--- config.mk ---
export PLATFORM = sky130hd
export DESIGN_NAME = mips_instr_encoder
export DESIGN_NICKNAME = d
export VERILOG_FILES = /design/src/rtl/mips_instr_encoder.sv
export SDC_FILE = /design/constraint.sdc
export NUM_CORES = 1
export LEC_CHECK = 0
export CORE_MARGIN = 2
export CORE_UTILIZATION = 45
export CTS_CLUSTER_SIZE = 20
export DETAILED_ROUTE_END_ITERATION = 10
export GPL_ROUTABILITY_DRIVEN = 1
export PLACE_DENSITY = 0.76
export SETUP_SLACK_MARGIN = 0.05
export SLEW_MARGIN = 10
export SYNTH_ARGS = -nofsm -noshare
export SYNTH_HDL_FRONTEND = slang
export SYNTH_SLANG_ARGS = --single-unit
export TNS_END_PERCENT = 50
--- constraint.sdc ---
create_clock -name clk -period 5.1 [get_ports clk]
set_clock_uncertainty 0.2 [all_clocks]
set_input_delay 1.02 -clock clk [delete_from_list [all_inputs] [get_ports clk]]
set_output_delay 1.02 -clock clk [all_outputs]
set_load 0.05 [all_outputs]
--- src/rtl/mips_instr_encoder.sv ---
// mips_instr_encoder: turns symbolic instruction descriptors into 32-bit MIPS
// words, buffers them in a small FIFO and writes them to IMEM sequentially
// from a programmable base byte address.
//
// state | meaning
// ------+---------------------------------------------------------------
// IDLE  | waiting for start; descriptors ignored
// LOAD  | accepting descriptors, encoding and queueing, writing IMEM
// FLUSH | last descriptor accepted; draining the FIFO into IMEM
// DONE  | one-cycle end-of-session pulse on done
module mips_instr_encoder #(
    parameter int ADDR_W = 32,
    parameter int DEPTH  = 4,
    parameter int CNT_W  = 16
) (
    input  logic              clk,
    input  logic              rst,
    input  logic              start,
    input  logic [ADDR_W-1:0] base_addr,
    input  logic              in_valid,
    output logic              in_ready,
    input  logic              in_last,
    input  logic [4:0]        in_op,
    input  logic [4:0]        in_rs,
    input  logic [4:0]        in_rt,
    input  logic [4:0]        in_rd,
    input  logic [4:0]        in_shamt,
    input  logic [15:0]       in_imm,
    input  logic [25:0]       in_target,
    output logic              imem_we,
    output logic [ADDR_W-1:0] imem_addr,
    output logic [31:0]       imem_wdata,
    input  logic              imem_ready,
    output logic              busy,
    output logic              done,
    output logic              bad_op,
    output logic [CNT_W-1:0]  word_count
);

    localparam int PTR_W = (DEPTH > 1) ? $clog2(DEPTH) : 1;
    localparam logic [PTR_W:0] FIFO_MAX = (PTR_W + 1)'(DEPTH);

    typedef enum logic [1:0] {
        S_IDLE  = 2'd0,
        S_LOAD  = 2'd1,
        S_FLUSH = 2'd2,
        S_DONE  = 2'd3
    } state_t;

    typedef enum logic [1:0] {
        K_R   = 2'd0,
        K_I   = 2'd1,
        K_J   = 2'd2,
        K_BAD = 2'd3
    } kind_t;

    state_t           state;
    logic [31:0]      fifo_mem [DEPTH];
    logic [PTR_W-1:0] wr_ptr;
    logic [PTR_W-1:0] rd_ptr;
    logic [PTR_W:0]   fifo_cnt;
    logic             fifo_full;
    logic             fifo_empty;
    logic             accept;
    logic             push;
    logic             pop;

    kind_t            kind;
    logic [5:0]       funct;
    logic [5:0]       opcode;
    logic             is_shift;
    logic [31:0]      enc_word;

    assign fifo_full  = (fifo_cnt == FIFO_MAX);
    assign fifo_empty = (fifo_cnt == '0);

    assign in_ready   = (state == S_LOAD) && !fifo_full;
    assign accept     = in_valid && in_ready;
    assign push       = accept && (kind != K_BAD);

    assign imem_we    = !fifo_empty && ((state == S_LOAD) || (state == S_FLUSH));
    assign imem_wdata = fifo_mem[rd_ptr];
    assign pop        = imem_we && imem_ready;

    assign busy       = (state == S_LOAD) || (state == S_FLUSH);
    assign done       = (state == S_DONE);

    // Decode the op select into instruction class and funct/opcode fields
    always_comb begin
        kind     = K_R;
        funct    = 6'b000000;
        opcode   = 6'b000000;
        is_shift = 1'b0;
        case (in_op)
            5'd0:  funct = 6'b100000;
            5'd1:  funct = 6'b100010;
            5'd2:  funct = 6'b100100;
            5'd3:  funct = 6'b100101;
            5'd4:  funct = 6'b101010;
            5'd5:  funct = 6'b100110;
            5'd6:  begin funct = 6'b000000; is_shift = 1'b1; end
            5'd7:  begin funct = 6'b000010; is_shift = 1'b1; end
            5'd8:  funct = 6'b101100;
            5'd9:  begin kind = K_I; opcode = 6'b001000; end
            5'd10: begin kind = K_I; opcode = 6'b001100; end
            5'd11: begin kind = K_I; opcode = 6'b001101; end
            5'd12: begin kind = K_I; opcode = 6'b001010; end
            5'd13: begin kind = K_I; opcode = 6'b100011; end
            5'd14: begin kind = K_I; opcode = 6'b101011; end
            5'd15: begin kind = K_I; opcode = 6'b000100; end
            5'd16: begin kind = K_I; opcode = 6'b000101; end
            5'd17: begin kind = K_J; opcode = 6'b000010; end
            default: kind = K_BAD;
        endcase
    end

    // Assemble the 32-bit word; shifts take shamt and drop rs, others the reverse
    always_comb begin
        enc_word = 32'h0;
        case (kind)
            K_R: enc_word = {6'b000000, (is_shift ? 5'd0 : in_rs), in_rt, in_rd,
                             (is_shift ? in_shamt : 5'd0), funct};
            K_I: enc_word = {opcode, in_rs, in_rt, in_imm};
            K_J: enc_word = {opcode, in_target};
            default: enc_word = 32'h0;
        endcase
    end

    // FIFO storage; contents need no reset since occupancy gates every read
    always_ff @(posedge clk) begin
        if (push) begin
            fifo_mem[wr_ptr] <= enc_word;
        end
    end

    // Session FSM, FIFO pointers, address counter and status registers
    always_ff @(posedge clk) begin
        if (rst) begin
            state      <= S_IDLE;
            wr_ptr     <= '0;
            rd_ptr     <= '0;
            fifo_cnt   <= '0;
            imem_addr  <= '0;
            word_count <= '0;
            bad_op     <= 1'b0;
        end else begin
            if (push) begin
                wr_ptr <= wr_ptr + PTR_W'(1);
            end
            if (pop) begin
                rd_ptr     <= rd_ptr + PTR_W'(1);
                imem_addr  <= imem_addr + ADDR_W'(4);
                if (word_count != '1) begin
                    word_count <= word_count + CNT_W'(1);
                end
            end
            case ({push, pop})
                2'b10:   fifo_cnt <= fifo_cnt + (PTR_W + 1)'(1);
                2'b01:   fifo_cnt <= fifo_cnt - (PTR_W + 1)'(1);
                default: fifo_cnt <= fifo_cnt;
            endcase
            if (accept && (kind == K_BAD)) begin
                bad_op <= 1'b1;
            end

            case (state)
                S_IDLE: begin
                    if (start) begin
                        state      <= S_LOAD;
                        imem_addr  <= base_addr;
                        word_count <= '0;
                        bad_op     <= 1'b0;
                    end
                end
                S_LOAD: begin
                    if (accept && in_last) begin
                        state <= S_FLUSH;
                    end
                end
                S_FLUSH: begin
                    if (fifo_empty) begin
                        state <= S_DONE;
                    end
                end
                S_DONE: begin
                    state <= S_IDLE;
                end
                default: state <= S_IDLE;
            endcase
        end
    end

endmodule

-- Word level (Yosys, flattened, before mapping)
Memories as Yosys holds them, arrays and structs flattened. A register that Yosys moved wholly into a read port is not among the register bits.
Cells that the tools add are included.
- $add $sub $neg: 6
- reduce and logical (&&, ||, !) cells: 19
- equality and inequality tests: 31
- multiplexer cells: 26
- operator list (operator ; count):
    $mux 32 ; 3
    $pmux 32 s3 ; 1
    $mux 16 ; 4
    $pmux 6 s9 ; 1
    $pmux 6 s8 ; 1
    $eq 5x4->1 const B ; 8
    $add 32x3->32 const B ; 1
    $eq 5x3->1 const B ; 4
    $add 16x1->16 const B ; 1
    $ne 16x16->1 const B ; 1
    $eq 2x2->1 const B ; 5
    $eq 5x2->1 const B ; 2
    $eq 5x5->1 const B ; 2
    $mux 2 ; 5
    $mux 5 ; 2
    $reduce_or 9->1 ; 1
    $pmux 2 s4 ; 1
    $reduce_or 8->1 ; 1
    $logic_and 1x1->1 ; 7
    $eq 2x1->1 const B ; 3
    $mux 1 ; 6
    $ne 2x2->1 const B ; 3
    $pmux 2 s3 ; 1
    $pmux 3 s2 ; 1
    other kinds (14) ; 17
- memories kept: 1
- input bits: 105
- bits in registers: 58
- bits in writable memories: 128
- memory list (memory ; words ; bits a word ; rd ports ; clocked after memory_dff ; write ports ; line ; source):
    fifo_mem ; 4 ; 32 ; 1 ; 1 ; 1 ; 58 ; logic [31:0] fifo_mem [DEPTH];

-- Logic depth before layout (Yosys ltp)
Gate-level depths: netlist (run 1).
- depth after elaboration: 8
- mapped depth: 12
- mapped depth without buffers: 12

-- Worst setup path before layout (run 1)
No wires, ideal clock.
- kind: input to register
- start point: input in_op[3]
- end point: memory fifo_mem[0][0], enable pin
- cell stages on the path: 5
- required time: 4.509 ns
- arrival: 2.498 ns
- setup time: 0.391 ns
- path slack: 2.011 ns
- path through: buf_2 > nor2_1 > a21oi_1 > nor2_1 > and2_1
- cells in the longest elaborated chain, start to end: 7
- elaborated cells on any way between the ends: 25
- classes of those cells: eq/ne (18); mux (3); reduce/logical (4)
- ends and longest elaborated chain (item ; line ; source):
    from (decl) ; 23 ; input logic [4:0] in_op,
    $eq 5x3->1 (tied with other cells) ; 94 ; case (in_op)
    $reduce_or 9->1 (no source line) / $reduce_or 8->1 (equally long branches) ; -- ;
    $pmux 2 s3 * ; 94 ;
    $ne 2x2->1 * ; 79 ; assign push = accept && (kind != K_BAD);
    $logic_and 1x1->1 * ; 79 ;
    $mux 1 * ; 131 ; if (push) begin
    $mux 1 (not written as such) * ; 132 ; fifo_mem[wr_ptr] <= enc_word;
    to (decl) ; 58 ;
Every way passes the cells marked *; elsewhere a longest branch is shown, timed or not.

==> results by group, run 1 <==
Worst setup path
  • Startpoint Class: flop
  • Critical Path AT: 2.58 ns
  • Crit end category: output pin
  • FF-to-FF setup slack: 2.14 ns
  • CP max FO: 15
  • R2R Path End: fifo_cnt[2]$_SDFFE_PP0P_
  • Critical path, cell by cell: buf_4 > mux4_2 > clkdlybuf4s50_1
  • R2R cell count: 10
  • Worst path slowest cell: clkdlybuf4s50_1
  • Crit Path Category: flop to output pin
  • RR Startpoint: state[1]$_SDFFE_PP0P_
  • Crit-path max cell delay: 0.72 ns
  • CP required: 3.88 ns

Clock network
  • TritonCTS Sinks: 184
  • CTS H-tree depth: 4
  • Root Buffer: clkbuf_16
  • CTS tree: yes
  • Setup bufs post-CTS: 0
  • CTS Buf Count: 17
  • Clk slew on worst S/H paths: 0.08 ns
  • Hold_buf cts: 0
  • Max clock buf depth: 2
  • CTS resizes: 0
  • Clock latency on the worst-skew pair: 0.43 ns

Finish
  • Layout cells sized above 1: 12.8%
  • Commonest cells after routing, fill and taps aside: clkdlybuf4s50_1 (188), edfxtp_1 (124), nor2_1 (63)
  • Fillers: 1394
  • Nets: 924
  • Layout area overhead: 32.2%
  • Commonest non-fill, non-tap cell in the layout: clkdlybuf4s50_1
  • # diodes: 0

STA
  • Period minus WS final: 3.80 ns
  • Worst Max-Slew Pin Slew: 0.852 ns
  • Max Slew Vio Count: 0
  • TNS Setup: 0 ns
  • Fmax: 263 MHz
  • Final Hold Violating Endpoints: 0
  • Worst hold slack: 0.265 ns
  • Final setup fails: 0
  • Headroom to the max-slew limit: 43.2%
  • RSZ-0062 raised after global routing: no
  • Tcrit/Tclk final: 74.5%

Synthesis
  • Ys async rst share: 0%
  • EDFF count, synth: 124
  • Sequential-to-total area share from yosys stat: 59.4%
  • Synthesized area per cell: 13.3 sq um
  • Synthesized flop and latch total: 184
  • YS warnings: 0
  • Ys flop type: edfxtp_1
  • Cells after synthesis: 623
  • Syn_nets: 740
  • Post-Syn Area: 8290 sq um
  • Synth cell types: 61

Drt
  • 1st-iter DRT viols: 305
  • Drc violations: 0
  • Via count: 5863
  • Pre-antenna DRT Iters: 5
  • Via/cell ratio: 5.59
  • Antenna Nets Post-Route: 0
  • DRT Wirelength: 19.7 mm
  • Routed len/inst: 18.8 um

Run
  • Max Cap Viol: 0

Floorplanning
  • Die H: 140 um
  • Die area: 19500 sq um
  • Site Rows: 49
  • Initial core utilization: 46.0%
  • Core area: 18000 sq um
  • Ports: 190
  • Die Wd: 140 um

Global routing
  • Number of global-route vias before repair: 5917
  • Initial antenna violation count: 0
  • Largest net degree at the start of global routing: 61
  • Global-route wire length before repair: 30.5 mm
  • Grt total ovfl: 0
  • GRT Util Overall: 19.7%

Placed design
  • IO Port Bufs: 188
  • Post-DP HPWL: 13.5 mm
  • GPL Wtd Cong: 0.864

Power and ir drop
  • Pwr/cell area: 396 nW/um^2
  • Lkg Pwr: 3.67 nW
  • Worst vdd ir: 0.000282 V

Min path
  • Hold_sp: imem_addr[0]$_SDFFE_PP0P_
  • Worst hold endpoint: imem_addr[0]$_SDFFE_PP0P_
  • Path type of the worst min-delay path: flop to flop
  • Hold Path Stages: 2

Run status
  • Outcome: finished, final reports clean
## registers in the layout, summed over array words and instances (netlist names), named ones only
name,flops
wr_ptr,2
rd_ptr,2
state,2
word_count,16
fifo_cnt,3
bad_op,1
fifo_mem,124
imem_addr,32
## area by class of cell
| type | instances | area, sq um | area share [%] |
|---|---|---|---|
| Timing Repair Buffer | 197 | 1950 | 17.8 |
| Inverter | 24 | 90.1 | 0.822 |
| Clock inverter | 15 | 145 | 1.32 |
| Multi-Input combinational cell | 383 | 3140 | 28.6 |
| Clock buffer | 17 | 425 | 3.88 |
| Tap cell | 229 | 287 | 2.61 |
| Sequential cell | 184 | 4930 | 44.9 |
## Yosys cell counts, types with 8 or more instances
cell      number  area [sq um]
edfxtp_1     124          3720
nor2_1        63           236
dfxtp_1       60          1200
xnor2_1       36           315
mux4_2        31           698
a211oi_1      30           225
nand2_1       29           109
inv_1         23          86.3
nand3_1       18          90.1
clkbuf_1      17          63.8
a21oi_1       16          80.1
a22o_1        16           140
o21ai_0       13          65.1
ha_1          11           138
xor2_1        11          96.3
buf_2         10          50.1
nand4_1        9          56.3
and2_1         8          50.1
nor3_1         8          40.0
nor3_2         8          80.1
## metrics by stage
stage | cells | setup slack [ns] | utilization [%] | cell area [sq um] | power, W
after floorplan | 623 | 2.01 | - | 8290 | 0.00266
after global placement | 1017 | 1.27 | 57.6 | 10400 | 0.00307
after detailed placement | 1017 | 1.06 | 57.6 | 10400 | 0.00310
after CTS | 1049 | 1.23 | 60.8 | 11000 | 0.00437
after global routing | 1049 | 1.16 | 60.8 | 11000 | 0.00452
final | 1049 | 1.30 | 60.8 | 11000 | 0.00434
## routing by layer
layer | vias up | global-route usage (%) | share of wire, %
li1 | 2740 | - | -
met1 | 2872 | 24.0 | 41
met2 | 225 | 34.1 | 49
met3 | 26 | 5.37 | 7.0
met4 | 0 | 6.68 | 2.3
met5 | - | 0 | 0
## cells by family (layout without fill, tap and decap cells)
| logic type | Yosys count | count (layout) | share of synthesized area (%) |
|---|---|---|---|
| fa+ha+maj | 13 | 13 | 2.02 |
| other cells | 1 | 1 | 0.0452 |
| xor+xnor | 47 | 47 | 4.96 |
| mux | 35 | 35 | 8.90 |
| flops | 184 | 184 | 59.4 |
| buf+inv | 56 | 253 | 2.87 |
| compound gates | 101 | 101 | 8.98 |
| simple gates | 186 | 186 | 12.9 |
## worst max-delay path, delay by kind of cell (launching register included)
kind / cells / cell delay, ns
mux: 1 / 0.56
flops: 1 / 0.51
buf+inv: 2 / 1.09
## power by group
part	total (W)	internal [W]	switching (W)	leakage, nW
Combinational	0.00122	0.000451	0.000769	1.76
Sequential	0.00185	0.00172	0.000130	1.63
Clock	0.00128	0.000654	0.000623	0.278
Total	0.00434	0.00282	0.00152	3.67
## worst max-delay path by stage
stage / from / end / slack, ns / cells after the start
final: flop / imem_wdata[12] / 1.30 / 3
after global routing: flop / imem_wdata[10] / 1.16 / 3
after CTS: flop / imem_wdata[16] / 1.23 / 3
after detailed placement: in_op[1] / fifo_cnt[2]$_SDFFE_PP0P_ / 1.06 / 11
after global placement: in_op[1] / fifo_cnt[2]$_SDFFE_PP0P_ / 1.27 / 11
after floorplan: in_op[3] / fifo_mem[0][0]$_DFFE_PP_ / 2.01 / 5
No activity file was read; power rests on OpenSTA's default activity.
==> inputs of run 2 (changes only) <==
--- a/config.mk
+++ b/config.mk
@@ -10,7 +10,7 @@
 export CTS_CLUSTER_SIZE = 20
 export DETAILED_ROUTE_END_ITERATION = 10
 export GPL_ROUTABILITY_DRIVEN = 1
-export PLACE_DENSITY = 0.76
+export PLACE_DENSITY = 0.79
 export SETUP_SLACK_MARGIN = 0.05
 export SLEW_MARGIN = 10
 export SYNTH_ARGS = -nofsm -noshare
==> constraint.sdc (replaced) <==
create_clock -name clk -period 3.28 [get_ports clk]
set_clock_uncertainty 0.2 [all_clocks]
set_input_delay 0.656 -clock clk [delete_from_list [all_inputs] [get_ports clk]]
set_output_delay 0.656 -clock clk [all_outputs]
set_load 0.05 [all_outputs]
==> run 2 against run 1 <==
Effect of this change: sequential cell count unchanged; register-to-register slack got worse by 1.5 ns; global-route usage increased by 0.19 points; via count decreased by 1.6%; combinational power increased by 66%; final cell count increased by 1.2%; clock-buffer cell count unchanged; clock power increased by 54%; routed wire length decreased by 3.3%; largest cell class unchanged; critical path type unchanged.
==> results by group, run 2 (synthesis results as in run 1) <==
Placed design
  • IO Port Bufs: 188 (unchanged)
  • Cells after DPL: 1030 (+1.3%)
  • GPL Wtd Cong: 0.813 (-5.9%)
  • Post-DP HPWL: 13.1 mm (-3.3%)

Floorplanning
  • Core area: 18000 sq um (unchanged)
  • Site Rows: 49 (unchanged)
  • Ports: 190 (unchanged)
  • Die Wd: 140 um (unchanged)
  • Die area: 19500 sq um (unchanged)
  • Initial core utilization: 46.0% (unchanged)
  • Die H: 140 um (unchanged)

Run
  • Max Cap Viol: 0 (unchanged)

Worst setup path
  • Crit Path Category: flop to output pin
  • Crit-path max cell delay: 0.88 ns (+0.16 ns)
  • CP max FO: 6 (-9)
  • CP required: 2.42 ns (-1.46 ns)
  • Startpoint Class: flop
  • Critical path, cell by cell: nor3b_1 > nor2b_1 > clkdlybuf4s50_1
  • Worst path slowest cell: clkdlybuf4s50_1
  • Critical Path AT: 2.18 ns (-0.40 ns)
  • Buf+Inv Stages, Crit Path: 1 (-1)
  • Largest delay share family, worst path: buffers and inverters
  • Critical path launch point: fifo_cnt[0]$_SDFFE_PP0P_
  • Crit end category: output pin
  • RR Startpoint: state[1]$_SDFFE_PP0P_

STA
  • Worst Max-Slew Pin Slew: 0.863 ns (+0.0113 ns)
  • RSZ-0062 raised after global routing: no
  • Fmax: 330 MHz
  • Final setup fails: 0 (unchanged)
  • Headroom to the max-slew limit: 42.5% (-0.76 points)
  • Max Slew Vio Count: 0 (unchanged)
  • Tcrit/Tclk final: 92.5%
  • Final Hold Violating Endpoints: 0 (unchanged)
  • TNS Setup: 0 ns (unchanged)
  • Period minus WS final: 3.03 ns

Finish
  • Most flop-heavy register: fifo_mem
  • Max reg flops: 124 (unchanged)
  • Regs by FF count: fifo_mem (124), imem_addr (32), word_count (16)
  • Nets: 937 (+1.4%)
  • Layout area overhead: 37.4%
  • Fillers: 1407 (+0.93%)
  • # diodes: 0 (unchanged)
  • Commonest cells after routing, fill and taps aside: clkdlybuf4s50_1 (156), edfxtp_1 (124), nor2_1 (63)
  • Final Non-Filler Cells: 1062 (+1.2%)
  • Layout cells sized above 1: 17.9% (+5.1 points)
  • Commonest non-fill, non-tap cell in the layout: clkdlybuf4s50_1

Min path
  • Hold_sp: imem_addr[0]$_SDFFE_PP0P_
  • Path type of the worst min-delay path: flop to flop

Drt
  • Routed len/inst: 17.9 um (-4.4%)
  • Antenna Nets Post-Route: 0 (unchanged)
  • DRT Wirelength: 19.0 mm (-3.3%)
  • Via count: 5772 (-1.6%)
  • Pre-antenna DRT Iters: 4 (-1)
  • Via/cell ratio: 5.44 (-2.8%)
  • Drc violations: 0 (unchanged)
  • 1st-iter DRT viols: 281 (-7.9%)

Clock network
  • Max clock buf depth: 2 (unchanged)
  • Clk slew on worst S/H paths: 0.08 ns (about the same)
  • Clock latency on the worst-skew pair: 0.43 ns (about the same)
  • CTS Buf Count: 17 (unchanged)
  • Root Buffer: clkbuf_16
  • TritonCTS Sinks: 184 (unchanged)
  • CTS H-tree depth: 4 (unchanged)
  • CTS tree: yes

Global routing
  • GRT Util Overall: 19.9% (+0.19 points)
  • Initial antenna violation count: 0 (unchanged)
  • Global-route wire length before repair: 30.8 mm (+1.0%)
  • Largest net degree at the start of global routing: 43 (-30%)
  • Number of global-route vias before repair: 5863 (-0.91%)
  • Grt total ovfl: 0 (unchanged)

Power and ir drop
  • Pwr/cell area: 602 nW/um^2 (+52%)
  • Worst vdd ir: 0.000635 V (+120%)
  • Lkg Pwr: 3.92 nW (+6.7%)

Run status
  • Outcome: finished, final reports clean
-- run 2: cell count changes in the layout (fill, tap and decap cells not counted), sizes merged --
cell / change
buf: +44
clkdlybuf4s50: -32
clkinv: +1
clkinvlp: +2
dlymetal6s2s: +1
inv: -3
-- run 2: final cells by class --
class | count | area, sq um | area share [%]
well taps | 229 | 287 | 2.51
inverters | 24 | 90.1 | 0.791
flip-flops and latches | 184 | 4930 | 43.2
clock buffers | 17 | 425 | 3.73
clock inverters | 15 | 154 | 1.35
repair buffers | 210 | 2370 | 20.8
multi-input cells | 383 | 3140 | 27.6
-- run 2: worst paths after layout --
| check | to | slack [ns] | cells past startpoint |
|---|---|---|---|
| max reg2reg | fifo_cnt[2]$_SDFFE_PP0P_ | 0.64 | 10 |
| max | in_ready | 0.25 | 3 |
| min reg2reg | imem_addr[0]$_SDFFE_PP0P_ | 0.26 | 2 |
| min | imem_addr[0]$_SDFFE_PP0P_ | 0.26 | 2 |
-- run 2: per-stage QoR --
stage / total power [W] / hold slack [ns] / setup slack [ns] / instance area (sq um) / utilization (%)
3_3_place_gp: 0.00493 / 0.241 / 0.148 / 10800 / 60.0
2_1_floorplan: 0.00413 / 0.285 / 0.216 / 8290 / -
4_1_cts: 0.00693 / 0.255 / 0.0975 / 11400 / 63.2
6_report: 0.00686 / 0.256 / 0.245 / 11400 / 63.2
5_1_grt: 0.00716 / 0.277 / 0.117 / 11400 / 63.2
3_5_place_dp: 0.00495 / 0.246 / 0.108 / 10800 / 60.0
-- run 2: worst reg2reg max path: cells and delay by family (launching register included) --
family | cells | cell delay [ns]
fa+ha+maj | 3 | 0.95
flops | 1 | 0.40
compound gates | 2 | 0.33
simple gates | 1 | 0.31
buf+inv | 3 | 0.25
xor+xnor | 1 | 0.15
-- run 2: repair_timing --
action	in CTS	in global routing
hold buffers	0	0
resized for setup	0	1
setup buffers	0	0
endpoints found under the setup margin	0	1
-- run 2: routing by layer --
layer / track usage [%] / up-vias / part of all wire (%) / routed length (um)
met1: 25.2 / 2774 / 41 / 7890
li1: - / 2767 / - / -
met2: 33.7 / 210 / 50 / 9500
met3: 5.85 / 21 / 7.4 / 1410
met4: 5.47 / 0 / 1.3 / 239
met5: 0 / - / 0 / 0
-- run 2: where the power goes --
part / internal (W) / switching, W / leakage, nW
combinational: 0.000819 / 0.00121 / 2.01
sequential: 0.00267 / 0.000196 / 1.63
clock: 0.00101 / 0.000951 / 0.271
==> inputs of run 3 (changes only) <==
--- a/config.mk
+++ b/config.mk
@@ -7,6 +7,7 @@
 export LEC_CHECK = 0
 export CORE_MARGIN = 2
 export CORE_UTILIZATION = 45
+export CTS_CLUSTER_DIAMETER = 60
 export CTS_CLUSTER_SIZE = 20
 export DETAILED_ROUTE_END_ITERATION = 10
 export GPL_ROUTABILITY_DRIVEN = 1
==> results of run 3 <==
Final layout, timing and power as in run 2 (identical DEF).
==> patch: new RTL, config.mk and constraints of run 2 <==
The 4 states of `state_t` get a one-hot encoding in 4 bits.
--- a/src/rtl/mips_instr_encoder.sv
+++ b/src/rtl/mips_instr_encoder.sv
@@ -41,9 +41,9 @@
     localparam logic [PTR_W:0] FIFO_MAX = (PTR_W + 1)'(DEPTH);
 
-    typedef enum logic [1:0] {
-        S_IDLE  = 2'd0,
-        S_LOAD  = 2'd1,
-        S_FLUSH = 2'd2,
-        S_DONE  = 2'd3
+    typedef enum logic [3:0] {
+        S_IDLE  = 4'b0001,
+        S_LOAD  = 4'b0010,
+        S_FLUSH = 4'b0100,
+        S_DONE  = 4'b1000
     } state_t;
 
Formal check against the unedited RTL: same outputs for any inputs over 4 cycles, from zero or initial values and one cycle with rst high; so few cycles prove little.
==> patch against run 2 <==
- register-to-register slack got worse by 0.19 ns
- area after synthesis increased by 0.77%
- wire length increased by 7.3%
- design area increased by 1.6%
- non-clock buffer count increased by 6
- setup slack got worse by 0.030 ns
- sequential cell count increased by 2
- largest cell class unchanged
Power is not compared: it rests on default switching activity, and its combinational part moved more than twofold at a synthesized area within 25%.
==> patch: results (changes against run 2) <==
[outcome]
outcome = finished, final reports clean

[cts]
cts_root_buf = clkbuf_16
htreeDepth = 4  ; unchanged
cts_buffers = 17  ; unchanged
cts.repair.resized = 1  ; +1

[logic_synthesis]
synthTopCellsByArea = edfxtp_1, dfxtp_1, mux4_2
syn_avg_cell_area_um2 = 12.8  ; -4.0%
synth_edf_count = 124  ; unchanged
ys_async_sr_fraction_pct = 0  ; unchanged
ys_types = 59  ; -3.3%
ys_seq_area_share_pct = 59.4  ; about the same
ys_top_cells_by_count = edfxtp_1, dfxtp_1, nand2_1, nor2_1, xnor2_1
synth_nets = 767  ; +3.6%

[finish]
n_fill_cell = 1369  ; -2.7%
drive_above_1_share_pct = 16.4  ; -1.5 points
design.final.nets = 966  ; +3.1%
final_cells = 1095  ; +3.1%
finalCoreUtilization_pct = 64.0  ; +0.79 points

[detailed_routing]
wl_per_cell_um = 18.6  ; +4.0%
wl_met1_um = 8370  ; +6.1%
viasPerCell = 5.51  ; +1.4%
wl_met2_um = 9760  ; +2.7%
first_pass_iters = 7  ; +3
dr.first_iter.drc_count = 347  ; +23%
wl_met3_um = 2080  ; +48%

[critical_path]
r2r_cells = 10  ; unchanged
crit_start = state[3]
cp.arrival_ns = 2.21  ; +0.03 ns
path_max_fanout = 9  ; +3
rrSetupSlack_ns = 0.45  ; -0.19 ns
crit_slowest_cell = clkdlybuf4s50_1
critPathMaxStageDelay_ns = 0.82  ; -0.06 ns

[global_routing]
grt_max_degree = 32  ; -26%
met2_usage_pct = 34.6  ; +0.96 points
grt_use_met3_pct = 7.66  ; +1.8 points
grt_usage_pct = 20.9  ; +0.99 points
grt_pass1_vias = 6040  ; +3.0%
antenna_found_initial = 0  ; unchanged
use_met1_pct = 26.4  ; +1.2 points
grt_pass1_wl_um = 32200  ; +4.6%

[power]
clkPwrFrac_pct = 40.0
internal-power_w = 0.00390
power_clock_w = 0.00209
powerSeq_w = 0.00259

[place]
place_area_um2 = 10900  ; +1.3%
dpl.hpwl_um = 14300  ; +9.2%
gp_congestion = 0.860  ; +5.8%

[sta]
maxSlewHeadroom_pct = 22.2  ; -20 points

[min_path]
min_to = imem_addr[0]

[patch: worst max-delay path: cells and delay by family (launching register included)]
| family | cells | cell delay (ns) |
|---|---|---|
| buffers and inverters | 1 | 0.82 |
| flip-flops | 1 | 0.39 |
| AND/OR/NAND/NOR | 2 | 0.57 |
[patch: how the worst max path moves through the flow]
stage / to / slack [ns] / cells after the start
floorplan: fifo_mem[0][0] / 0.36 / 6
global placement: fifo_cnt[2] / 0.12 / 11
detailed placement: fifo_cnt[2] / 0.05 / 11
CTS: imem_we / 0.12 / 4
global route: busy / 0.10 / 3
finish: busy / 0.22 / 3
[patch: final cells by class]
cell class                      count  area share, %
Sequential cell                   186           42.9
Clock inverter                     15           1.72
Multi-Input combinational cell    399           26.9
Inverter                           33           1.07
Clock buffer                       17           3.68
Timing Repair Buffer              216           21.3
Tap cell                          229           2.48
[patch: cell families (layout without fill, tap and decap cells)]
group / after synthesis / after routing / share of synthesized area [%]
flip-flops: 186 / 186 / 59.4
XOR/XNOR: 46 / 46 / 4.91
buffers and inverters: 69 / 281 / 3.41
multiplexers: 35 / 35 / 8.83
AND/OR/NAND/NOR: 214 / 214 / 14.2
other: 1 / 1 / 0.0449
adder cells (fa/ha/maj): 9 / 9 / 1.41
AO/OA/AOI/OAI: 94 / 94 / 7.75
[patch: through the flow]
| stage | hold slack [ns] | setup WS, ns |
|---|---|---|
| floorplan | 0.285 | 0.359 |
| global placement | 0.246 | 0.120 |
| detailed placement | 0.253 | 0.0457 |
| CTS | 0.270 | 0.121 |
| global route | 0.304 | 0.101 |
| finish | 0.275 | 0.215 |
